`config.mk`:
```
export PLATFORM = sky130hd
export DESIGN_NAME = byte_feeder
export DESIGN_NICKNAME = d
export VERILOG_FILES = /design/src/rtl/byte_feeder_pkg.sv /design/src/rtl/occ_counter.sv /design/src/rtl/byte_feeder.sv
export SDC_FILE = /design/constraint.sdc
export NUM_CORES = 1
export LEC_CHECK = 0
export ABC_AREA = 1
export BUFFER_PORTS_ARGS = -buffer_cell sky130_fd_sc_hd__buf_4
export CORE_ASPECT_RATIO = 1.5
export CORE_MARGIN = 2
export CORE_UTILIZATION = 30
export CTS_BUF_LIST = sky130_fd_sc_hd__clkbuf_16
export DETAILED_ROUTE_END_ITERATION = 10
export GPL_ROUTABILITY_DRIVEN = 0
export PLACE_DENSITY = 0.49
export SETUP_SLACK_MARGIN = 0.2
export SYNTH_ARGS = -nofsm -noshare
export SYNTH_HDL_FRONTEND = slang
export SYNTH_SLANG_ARGS = --single-unit
export TNS_END_PERCENT = 1
```
`constraint.sdc`:
```
create_clock -name clk -period 1.4 [get_ports clk]
set_clock_uncertainty 0.15 [all_clocks]
set_input_delay 0.07 -clock clk [delete_from_list [all_inputs] [get_ports clk]]
set_output_delay 0.07 -clock clk [all_outputs]
set_load 0.01 [all_outputs]
```
`src/rtl/byte_feeder_pkg.sv`:
```
// Shared types and defaults for the byte feeder and its occupancy counter.
//   feeder_state_e : write FSM states SHIFT / ISSUE / GAP
//   byte_t         : one stack byte
package byte_feeder_pkg;

  localparam int unsigned DEPTH_DEFAULT = 8;
  localparam int unsigned WIDTH_DEFAULT = 8;

  typedef logic [7:0] byte_t;

  typedef enum logic [1:0] {
    SHIFT,
    ISSUE,
    GAP
  } feeder_state_e;

endpackage

```
`src/rtl/occ_counter.sv`:
```
// Up/down saturating occupancy counter for the downstream byte stack.
// Ports:
//   clk, reset_n      : clock, async active-low reset
//   inc               : a byte was written this cycle
//   dec               : a byte was read this cycle
//   clr_err           : synchronous clear of the sticky underflow flag
//   count             : current occupancy (0..DEPTH)
//   full, empty       : count == DEPTH, count == 0
//   underflow         : sticky, a read was seen with count == 0
module occ_counter
  import byte_feeder_pkg::*;
#(
  parameter int unsigned DEPTH = DEPTH_DEFAULT,
  parameter int unsigned OCC_W = 4
) (
  input  logic             clk,
  input  logic             reset_n,
  input  logic             inc,
  input  logic             dec,
  input  logic             clr_err,
  output logic [OCC_W-1:0] count,
  output logic             full,
  output logic             empty,
  output logic             underflow
);

  logic [OCC_W-1:0] count_q, count_d;
  logic             uf_q, uf_d;
  logic             uf_event;

  always_comb begin
    count_d  = count_q;
    uf_event = 1'b0;
    if (inc && !dec) begin
      if (count_q != OCC_W'(DEPTH)) count_d = count_q + OCC_W'(1);
    end else if (dec && !inc) begin
      if (count_q == '0) uf_event = 1'b1;
      else               count_d  = count_q - OCC_W'(1);
    end
    // A fresh event in the clearing cycle keeps the flag set.
    uf_d = (uf_q & ~clr_err) | uf_event;
  end

  always_ff @(posedge clk or negedge reset_n) begin
    if (!reset_n) begin
      count_q <= '0;
      uf_q    <= 1'b0;
    end else begin
      count_q <= count_d;
      uf_q    <= uf_d;
    end
  end

  assign count     = count_q;
  assign full      = (count_q == OCC_W'(DEPTH));
  assign empty     = (count_q == '0);
  assign underflow = uf_q;

endmodule

```
`src/rtl/byte_feeder.sv`:
```
// Serial-to-byte feeder for the 8-deep byte stack.
// Deserialises s_data (LSB first) into a one-entry hold register and issues a
// one-cycle write strobe only when the stack has room, tracking occupancy from
// its own writes and a tap of the stack's read strobe.
// Ports:
//   clk, reset_n          : clock, async active-low reset
//   s_data, s_valid       : serial bit and its qualifier
//   rd_tap                : copy of the stack read strobe
//   clr_err               : synchronous clear of sticky error flags
//   write, data_in        : write strobe and byte to the stack
//   full, empty, occupancy: stack fill estimate
//   overrun, underflow    : sticky error flags
//   parity_err            : sticky parity error (only with BYTE_FEEDER_PARITY_EN)
// Option: define BYTE_FEEDER_PARITY_EN to append an even-parity bit to each frame.
module byte_feeder
  import byte_feeder_pkg::*;
#(
  parameter int unsigned DEPTH = DEPTH_DEFAULT,
  parameter int unsigned WIDTH = WIDTH_DEFAULT,
  parameter int unsigned OCC_W = 4
) (
  input  logic             clk,
  input  logic             reset_n,
  input  logic             s_data,
  input  logic             s_valid,
  input  logic             rd_tap,
  input  logic             clr_err,
  output logic             write,
  output logic [WIDTH-1:0] data_in,
  output logic             full,
  output logic             empty,
  output logic [OCC_W-1:0] occupancy,
  output logic             overrun,
  output logic             underflow
`ifdef BYTE_FEEDER_PARITY_EN
  ,
  output logic             parity_err
`endif
);

`ifdef BYTE_FEEDER_PARITY_EN
  localparam int unsigned FrameBits = WIDTH + 1;
`else
  localparam int unsigned FrameBits = WIDTH;
`endif
  localparam int unsigned CntW = $clog2(FrameBits);

  logic [WIDTH-1:0] shift_q, shift_d;
  logic [CntW-1:0]  bit_cnt_q, bit_cnt_d;
  logic [WIDTH-1:0] hold_q, hold_d;
  logic             hold_valid_q, hold_valid_d;
  logic             write_q, write_d;
  logic [WIDTH-1:0] data_q, data_d;
  logic             overrun_q, overrun_d;
  feeder_state_e    state_q, state_d;

  logic             frame_done, frame_ok, hold_take, accept, ov_event;
  logic [WIDTH-1:0] frame_byte;

  // Shifter: bits land at their final position, so the frame is complete
  // as soon as the last bit is written.
  always_comb begin
    shift_d    = shift_q;
    bit_cnt_d  = bit_cnt_q;
    frame_done = 1'b0;
    frame_ok   = 1'b1;
    if (s_valid) begin
      for (int i = 0; i < int'(WIDTH); i++) begin
        if (bit_cnt_q == CntW'(i)) shift_d[i] = s_data;
      end
      if (bit_cnt_q == CntW'(FrameBits - 1)) begin
        bit_cnt_d  = '0;
        frame_done = 1'b1;
      end else begin
        bit_cnt_d = bit_cnt_q + CntW'(1);
      end
`ifdef BYTE_FEEDER_PARITY_EN
      if (bit_cnt_q == CntW'(WIDTH)) frame_ok = ~((^shift_q) ^ s_data);
`endif
    end
    frame_byte = shift_d;
  end

  // The hold is emptied on the edge that leaves ISSUE, so a byte completing
  // on that edge can take its place.
  assign hold_take = (state_q == ISSUE);
  assign accept    = frame_done & frame_ok & (~hold_valid_q | hold_take);
  assign ov_event  = frame_done & frame_ok & hold_valid_q & ~hold_take;

  always_comb begin
    hold_d       = hold_q;
    hold_valid_d = hold_valid_q;
    if (accept) begin
      hold_d       = frame_byte;
      hold_valid_d = 1'b1;
    end else if (hold_take) begin
      hold_valid_d = 1'b0;
    end
    overrun_d = (overrun_q & ~clr_err) | ov_event;
  end

  // Write FSM. The strobe is registered, so it is visible during the cycle
  // after ISSUE; by the next SHIFT cycle occupancy already includes it.
  always_comb begin
    state_d = state_q;
    write_d = 1'b0;
    data_d  = data_q;
    unique case (state_q)
      SHIFT: begin
        if (hold_valid_q && !full) state_d = ISSUE;
      end
      ISSUE: begin
        write_d = 1'b1;
        data_d  = hold_q;
        state_d = GAP;
      end
      GAP: begin
        state_d = SHIFT;
      end
      default: state_d = SHIFT;
    endcase
  end

  always_ff @(posedge clk or negedge reset_n) begin
    if (!reset_n) begin
      shift_q      <= '0;
      bit_cnt_q    <= '0;
      hold_q       <= '0;
      hold_valid_q <= 1'b0;
      write_q      <= 1'b0;
      data_q       <= '0;
      overrun_q    <= 1'b0;
      state_q      <= SHIFT;
    end else begin
      shift_q      <= shift_d;
      bit_cnt_q    <= bit_cnt_d;
      hold_q       <= hold_d;
      hold_valid_q <= hold_valid_d;
      write_q      <= write_d;
      data_q       <= data_d;
      overrun_q    <= overrun_d;
      state_q      <= state_d;
    end
  end

`ifdef BYTE_FEEDER_PARITY_EN
  logic parity_err_q;

  always_ff @(posedge clk or negedge reset_n) begin
    if (!reset_n) parity_err_q <= 1'b0;
    else          parity_err_q <= (parity_err_q & ~clr_err) | (frame_done & ~frame_ok);
  end

  assign parity_err = parity_err_q;
`endif

  occ_counter #(
    .DEPTH (DEPTH),
    .OCC_W (OCC_W)
  ) u_occ (
    .clk       (clk),
    .reset_n   (reset_n),
    .inc       (write_q),
    .dec       (rd_tap),
    .clr_err   (clr_err),
    .count     (occupancy),
    .full      (full),
    .empty     (empty),
    .underflow (underflow)
  );

  assign write   = write_q;
  assign data_in = data_q;
  assign overrun = overrun_q;

endmodule

```
==> metrics.csv, run 1 <==
stage,metric,value,unit
drt,firstDrtPassIters,4,
placed_design,port_buffers,22,
logic_synthesis,syn_avg_cell_area,8.95,um^2
global_routing,grt_pass1_wl,5780,um
timing,fin_crit_sh,103,%
power_and_ir_drop,p_per_area,2310,nW/um^2
die,die-area,6330,um^2
logic_synthesis,yosysSeqAreaShare,54.1,%
setup_path,critPathMaxFanout,3,
cells_and_area,fin_cells,304,
setup_path,required,1.41,ns
timing,rsz0062_at_grt,yes,
drt,route.detailed.drc,0,
global_routing,grt_use_total,12.1,%
clocking,insertion_delay,0.28,ns
power_and_ir_drop,internal_power,0.00352,W
cells_and_area,final_cell_mix,"nand2_1, dfrtp_1, buf_4",
global_routing,grt_pass1_vias,1243,
min_path,whs_path_depth,2,
power_and_ir_drop,pwr-share-clk,22.3,%
cells_and_area,layout_commonest_cell,nand2_1,
cells_and_area,n_fill_cell,553,
timing,slew_viol_final,0,
placed_design,dp_cells,289,
clocking,clk_pin_slew_worst_paths,0.05,ns
setup_path,crit_type,reg2reg,
drt,drtAntennaViolNets,0,
timing,worst_slack,-0.0392,ns
logic_synthesis,syn-cell-area,1710,um^2
timing,setup_violations,2,
cells_and_area,layout.nets,248,
power_and_ir_drop,swShare,36.0,%
cells_and_area,final_core_util,43.4,%
power_and_ir_drop,peakVddDrop,742,uV
drt,drt_iter0_drc,28,
clocking,root_buffer,clkbuf_16,
die,io_pins,23,
setup_path,endpoint_kind,register,
power_and_ir_drop,seq_power_share,35.0,%
cells_and_area,drive_above_1_share,36.8,%
placed_design,place_area,2070,um^2
cells_and_area,stdcell_area,2380,um^2
timing,slew_headroom,68.4,%
setup_path,crit_path_start_kind,register,
global_routing,antenna_found_initial,0,
logic_synthesis,synth_nets,206,
power_and_ir_drop,p_comb_share,42.8,%
cells_and_area,syn_to_final_growth,39.4,%
power_and_ir_drop,leakagePower,1.22,nW
clocking,cts_tree,built,
drt,routed_wl,3430,um
drt,drt-wirelength-per-cell,11.3,um
run_status,outcome,"complete, but fails checks",
placed_design,post-place-ws,-0.0169,ns
cells_and_area,multiInputGateArea,761,um^2
die,die_w,65.7,um
clocking,numCtsBuffers,5,
run,drv_cap,0,
logic_synthesis,ys_warn_count,0,
drt,via_count,1316,
setup_path,reg2reg_depth,9,
cells_and_area,regArea,931,um^2
power_and_ir_drop,power.total,0.00550,W
timing,tightest_slew,0.474,ns
cells_and_area,num_antenna_cells,0,
die,start_util,31.1,%
power_and_ir_drop,p_switching,0.00198,W
clocking,clockBufferDepth,2,
clocking,clkSinkCount,37,
logic_synthesis,ys_types,21,
timing,timing.fmax,695,MHz
global_routing,grt_max_degree,38,
logic_synthesis,ys_ff_latch,37,
placed_design,hpwlAfterDp,2450,um
timing,period_needed,1.44,ns
run_status,violations,setup timing,
die,core,5490,um^2
drt,via_per_inst,4.33,
die,die_h,96.5,um
min_path,hp-class,in2reg,
die,fp-row-count,33,
logic_synthesis,syn-instance-count,191,
global_routing,grt_overflow,0,
clocking,h-tree-depth,2,
setup_path,arrival,1.45,ns
timing,hold_viol_final,0,
## sequential cells by signal, indices dropped and copies added (netlist names)
signal	count
hold_valid_q	1
u_occ.underflow	1
hold_q	8
shift_q	8
data_in	8
u_occ.count	4
overrun	1
write	1
state_q	2
bit_cnt_q	3
## synth_stat cells, drive strengths merged
library cell | count | area [um^2]
o21ai | 19 | 103
nand3 | 14 | 95.1
nor2 | 8 | 30.0
a21oi | 2 | 13.8
o22ai | 1 | 6.26
inv | 32 | 120
dfrtp | 37 | 926
nand2 | 62 | 243
buf | 3 | 27.5
xor2 | 2 | 17.5
clkinv | 1 | 3.75
nor3 | 1 | 5.00
fa | 1 | 20.0
ha | 8 | 100
## power by group through the flow
stage	Clock [W]	Sequential (W)	Combinational, W
finish	0.00122	0.00192	0.00235
floorplan	0	0.00196	0.00126
global placement	0	0.00192	0.00210
global route	0.00131	0.00198	0.00269
detailed placement	0	0.00192	0.00211
CTS	0.00126	0.00192	0.00232
## kinds of logic after synthesis
group / share of synthesized area, %
and+or+nand+nor: 21.8
DFF: 54.1
buffers and inverters: 8.85
AOI/OAI and AO/OA: 7.17
adders and majority gates: 7.02
xor gates and xnor gates: 1.02
## critical path, stage by stage (launching register included)
cell     delay, ns
dfrtp_2       0.44
buf_6         0.13
ha_4          0.24
nand2_2       0.04
nand2_1       0.06
nand2_1       0.06
inv_1         0.06
nand2_1       0.04
nand3_1       0.06
nand2_1       0.05
## per-layer routing
metal	vias to the layer above	part of all wire, %	GRT usage, %
met5	-	0	0
met4	0	2.2	5.73
met3	6	2.6	2.43
met2	18	55	22.1
met1	618	41	13.2
li1	674	-	-
## stage by stage
stage | setup TNS (ns) | hold slack, ns
after global placement | -0.0141 | -0.0791
after detailed placement | -0.0169 | -0.0760
final | -0.0720 | 0.00879
after global routing | -0.631 | 0.0330
after CTS | -0.0912 | 0.00596
after floorplan | 0 | -0.376
## final timing paths
| path | startpoint | slack (ns) | to |
|---|---|---|---|
| max reg2reg | u_occ.count[1] | -0.04 | u_occ.count[3] |
| min reg2reg | state_q[1] | 0.30 | state_q[0] |
| min | s_valid | 0.009 | bit_cnt_q[1] |
| max in group asynchronous | reset_n | 0.59 | u_occ.count[2] |
| max | u_occ.count[1] | -0.04 | u_occ.count[3] |
| min in group asynchronous | reset_n | 0.14 | shift_q[4] |
## final cells by class
| type | count | share of cell area (%) |
|---|---|---|
| Sequential cell | 37 | 39.1 |
| Multi-Input combinational cell | 118 | 31.9 |
| Timing Repair Buffer | 38 | 13.2 |
| Inverter | 33 | 5.35 |
| Clock buffer | 5 | 5.25 |
| Tap cell | 70 | 3.67 |
| Clock inverter | 3 | 1.57 |
## timing repair
action                     4_1_cts  5_1_grt
buffers inserted                 3        0
gates resized for setup         19        9
setup endpoints to repair       30       37
hold endpoints to repair        46        0
hold buffers                     4        0
pin swaps                       18        8
Power figures use the tool's default switching activity.
==> run 2: changes to the inputs <==
--- a/config.mk
+++ b/config.mk
@@ -5,7 +5,6 @@
 export SDC_FILE = /design/constraint.sdc
 export NUM_CORES = 1
 export LEC_CHECK = 0
-export ABC_AREA = 1
 export BUFFER_PORTS_ARGS = -buffer_cell sky130_fd_sc_hd__buf_4
 export CORE_ASPECT_RATIO = 1.5
 export CORE_MARGIN = 2
==> run 2 against run 1 <==
  * The run ends with hold timing, setup timing left
  * Critical endpoint is now hold_q[7]
  * Via count fell by 14%
  * Maximum frequency fell by 15%
  * Largest power group unchanged
  * First-iteration DRC count rose to 2.6 times the previous value
  * Non-clock buffer count rose by 6
  * Utilization fell by 0.38 points
  * Routed wire length rose by 1.1%
  * Cell count fell by 16%
==> metrics.csv, run 2 <==
stage,metric,value,unit,change
logic_synthesis,synth.largest_area_cell,dfrtp_1,,unchanged
logic_synthesis,ys.flop_type,dfrtp_1,,unchanged
logic_synthesis,yosysSeqAreaShare,55.1,%,was 54.1%
logic_synthesis,ys_ff_latch,37,,unchanged
power_and_ir_drop,power.total,0.00529,W,was 0.00550 W
clocking,clockBufferDepth,2,,unchanged
cells_and_area,layout.nets,199,,was 248
cells_and_area,syn_to_final_growth,39.4,%,about the same
die,die-area,6230,um^2,was 6330 um^2
global_routing,antenna_found_initial,0,,unchanged
drt,drt_iter0_drc,72,,was 28
timing,rsz0062_at_grt,yes,,unchanged
timing,worst_slack,-0.284,ns,was -0.0392 ns
global_routing,grt_max_degree,38,,unchanged
cells_and_area,fin_cells,254,,was 304
run,drv_cap,0,,unchanged
logic_synthesis,yosysTopAreaCellShare,55.1,%,was 54.1%
drt,route.detailed.drc,0,,unchanged
placed_design,hpwlAfterDp,2450,um,about the same
logic_synthesis,async_reset_ff_share,100,%,unchanged
global_routing,grt_pass1_wl,5960,um,was 5780 um
drt,firstDrtPassIters,4,,unchanged
die,die_h,95.7,um,was 96.5 um
clocking,root_buffer,clkbuf_16,,unchanged
drt,routed_wl,3470,um,was 3430 um
setup_path,crit_type,reg2reg,,unchanged
cells_and_area,stdcell_area,2340,um^2,was 2380 um^2
setup_path,crit_path_start_kind,register,,unchanged
logic_synthesis,ys_warn_count,0,,unchanged
timing,slew_headroom,67.8,%,was 68.4%
clocking,clk_pin_slew_worst_paths,0.06,ns,was 0.05 ns
die,core,5450,um^2,was 5490 um^2
timing,slew_viol_final,0,,unchanged
clocking,numCtsBuffers,5,,unchanged
timing,tightest_slew,0.483,ns,was 0.474 ns
setup_path,arrival,1.69,ns,was 1.45 ns
cells_and_area,num_antenna_cells,0,,unchanged
timing,period_needed,1.68,ns,was 1.44 ns
clocking,cts_hold_buf,2,,was 4
timing,timing.fmax,594,MHz,was 695 MHz
drt,drtAntennaViolNets,0,,unchanged
global_routing,grt_overflow,0,,unchanged
setup_path,required,1.41,ns,about the same
logic_synthesis,synth_edf_count,0,,unchanged
die,start_util,30.9,%,was 31.1%
setup_path,endpoint_kind,register,,unchanged
placed_design,dp_cells,242,,was 289
power_and_ir_drop,leakagePower,1.14,nW,was 1.22 nW
clocking,clkSinkCount,37,,unchanged
min_path,hp-class,in2reg,,unchanged
placed_design,port_buffers,22,,unchanged
logic_synthesis,syn-cell-area,1680,um^2,was 1710 um^2
placed_design,place_area,2080,um^2,was 2070 um^2
die,fp-row-count,33,,unchanged
clocking,h-tree-depth,2,,unchanged
logic_synthesis,syn-instance-count,135,,was 191
run_status,outcome,"complete, but fails checks",,unchanged
timing,hold_slack,-0.0296,ns,was 0.00879 ns
die,io_pins,23,,unchanged
power_and_ir_drop,p_per_area,2260,nW/um^2,was 2310 nW/um^2
drt,via_per_inst,4.44,,was 4.33
logic_synthesis,synth_area_leaders,"dfrtp_1, mux2_4, nand2_1",,"was dfrtp_1, nand2_1, inv_1"
timing,setup_violations,15,,was 2
drt,drt-wirelength-per-cell,13.6,um,was 11.3 um
power_and_ir_drop,peakVddDrop,548,uV,was 742 uV
clocking,cts_tree,built,,unchanged
logic_synthesis,synth.most_common_cell,dfrtp_1,,was nand2_1
logic_synthesis,synth_nets,150,,was 206
clocking,insertion_delay,0.27,ns,was 0.28 ns
run_status,violations,"hold timing, setup timing",,was setup timing
logic_synthesis,ys_types,31,,was 21
cells_and_area,drive_above_1_share,47.3,%,was 36.8%
setup_path,critPathMaxFanout,4,,was 3
timing,fin_crit_sh,120,%,was 103%
global_routing,grt_use_total,12.4,%,was 12.1%
drt,via_count,1127,,was 1316
setup_path,regToRegSetupSlack,-0.28,ns,was -0.04 ns
timing,hold_viol_final,7,,was 0
cells_and_area,final_cell_mix,"buf_4, dfrtp_1, nand2_1",,"was nand2_1, dfrtp_1, buf_4"
cells_and_area,layout_commonest_cell,buf_4,,was nand2_1
die,die_w,65.1,um,was 65.7 um
logic_synthesis,ys_top_cells_by_count,"dfrtp_1, nand2_1, mux2_4",,"was nand2_1, dfrtp_1, inv_1"
logic_synthesis,syn_avg_cell_area,12.5,um^2,was 8.95 um^2
global_routing,grt_pass1_vias,1221,,was 1243
-- run 2: cell count changes in the layout (fill, tap and decap cells not counted), moves of 3 or more --
cell     before  now
buf_4        29   38
nand2_2       6    0
nand3_1       8    1
inv_1        28    4
inv_2         5    2
nor2_1        5    2
o21ai_0       4    1
o21ai_2       9    0
mux2_4        0   16
o21ai_1       6    1
xnor2_1       0    4
nand2_1      54   32
-- run 2: logic make-up after synthesis --
family                   Yosys count  share of synthesized area [%]
flip-flops                        37                           55.1
multiplexers                      18                           15.6
XOR/XNOR                           5                           2.60
adder cells (fa/ha/maj)            9                           7.14
buffers and inverters              9                           2.53
AND/OR/NAND/NOR                   47                           12.6
AO/OA/AOI/OAI                     10                           4.46
-- run 2: routing by layer --
metal  global-route usage, %  wire length, um  part of all wire (%)
met1                    15.0             1430                    41
met2                    22.2             1890                    54
met3                    2.46              124                   3.6
met4                    3.65               22                  0.63
met5                       0                0                     0
-- run 2: final cells by class --
class | instances | area, um^2
Clock inverter | 2 | 11.3
Timing Repair Buffer | 44 | 359
Fill cell | 537 | 3110
Inverter | 7 | 27.5
Clock buffer | 5 | 125
Sequential cell | 37 | 930
Tap cell | 70 | 87.6
Multi-Input combinational cell | 89 | 805
-- run 2: what timing repair did --
| item | in CTS | in global routing |
|---|---|---|
| endpoints found under the hold margin | 46 | 7 |
| endpoints found under the setup margin | 41 | 43 |
| gates resized for setup | 17 | 3 |
| pin swaps | 5 | 1 |
| buffers inserted | 3 | 0 |
-- run 2: final timing paths --
| path | start | to | cells past startpoint |
|---|---|---|---|
| setup / recovery | bit_cnt_q[0] | hold_q[7] | 5 |
| hold / removal | s_data | shift_q[7] | 2 |
| setup reg to reg | bit_cnt_q[0] | hold_q[7] | 5 |
| hold reg to reg | state_q[1] | state_q[0] | 1 |
| max in group asynchronous | reset_n | bit_cnt_q[0] | 2 |
| min in group asynchronous | reset_n | u_occ.count[3] | 2 |
-- run 2: through the flow --
step	setup TNS [ns]	hold slack [ns]	utilization, %	worst slack [ns]
6_report	-2.66	-0.0296	43.0	-0.284
2_1_floorplan	-2.45	-0.376	-	-0.258
5_1_grt	-3.80	-0.0260	43.0	-0.323
3_3_place_gp	-2.58	-0.101	38.2	-0.268
3_5_place_dp	-3.25	-0.0819	38.2	-0.300
4_1_cts	-2.84	-0.0291	42.8	-0.295
-- run 2: power breakdown --
part / leakage [nW] / internal (W) / switching, W
clock network: 0.0633 / 0.000643 / 0.000408
logic: 0.617 / 0.00132 / 0.00100
registers: 0.460 / 0.00155 / 0.000370
total: 1.14 / 0.00351 / 0.00178
-- run 2: critical path: stages (launching register included) --
cell     delay, ns
dfrtp_2       0.44
ha_4          0.18
ha_4          0.16
nand2_4       0.08
mux2_4        0.30
mux2_4        0.25
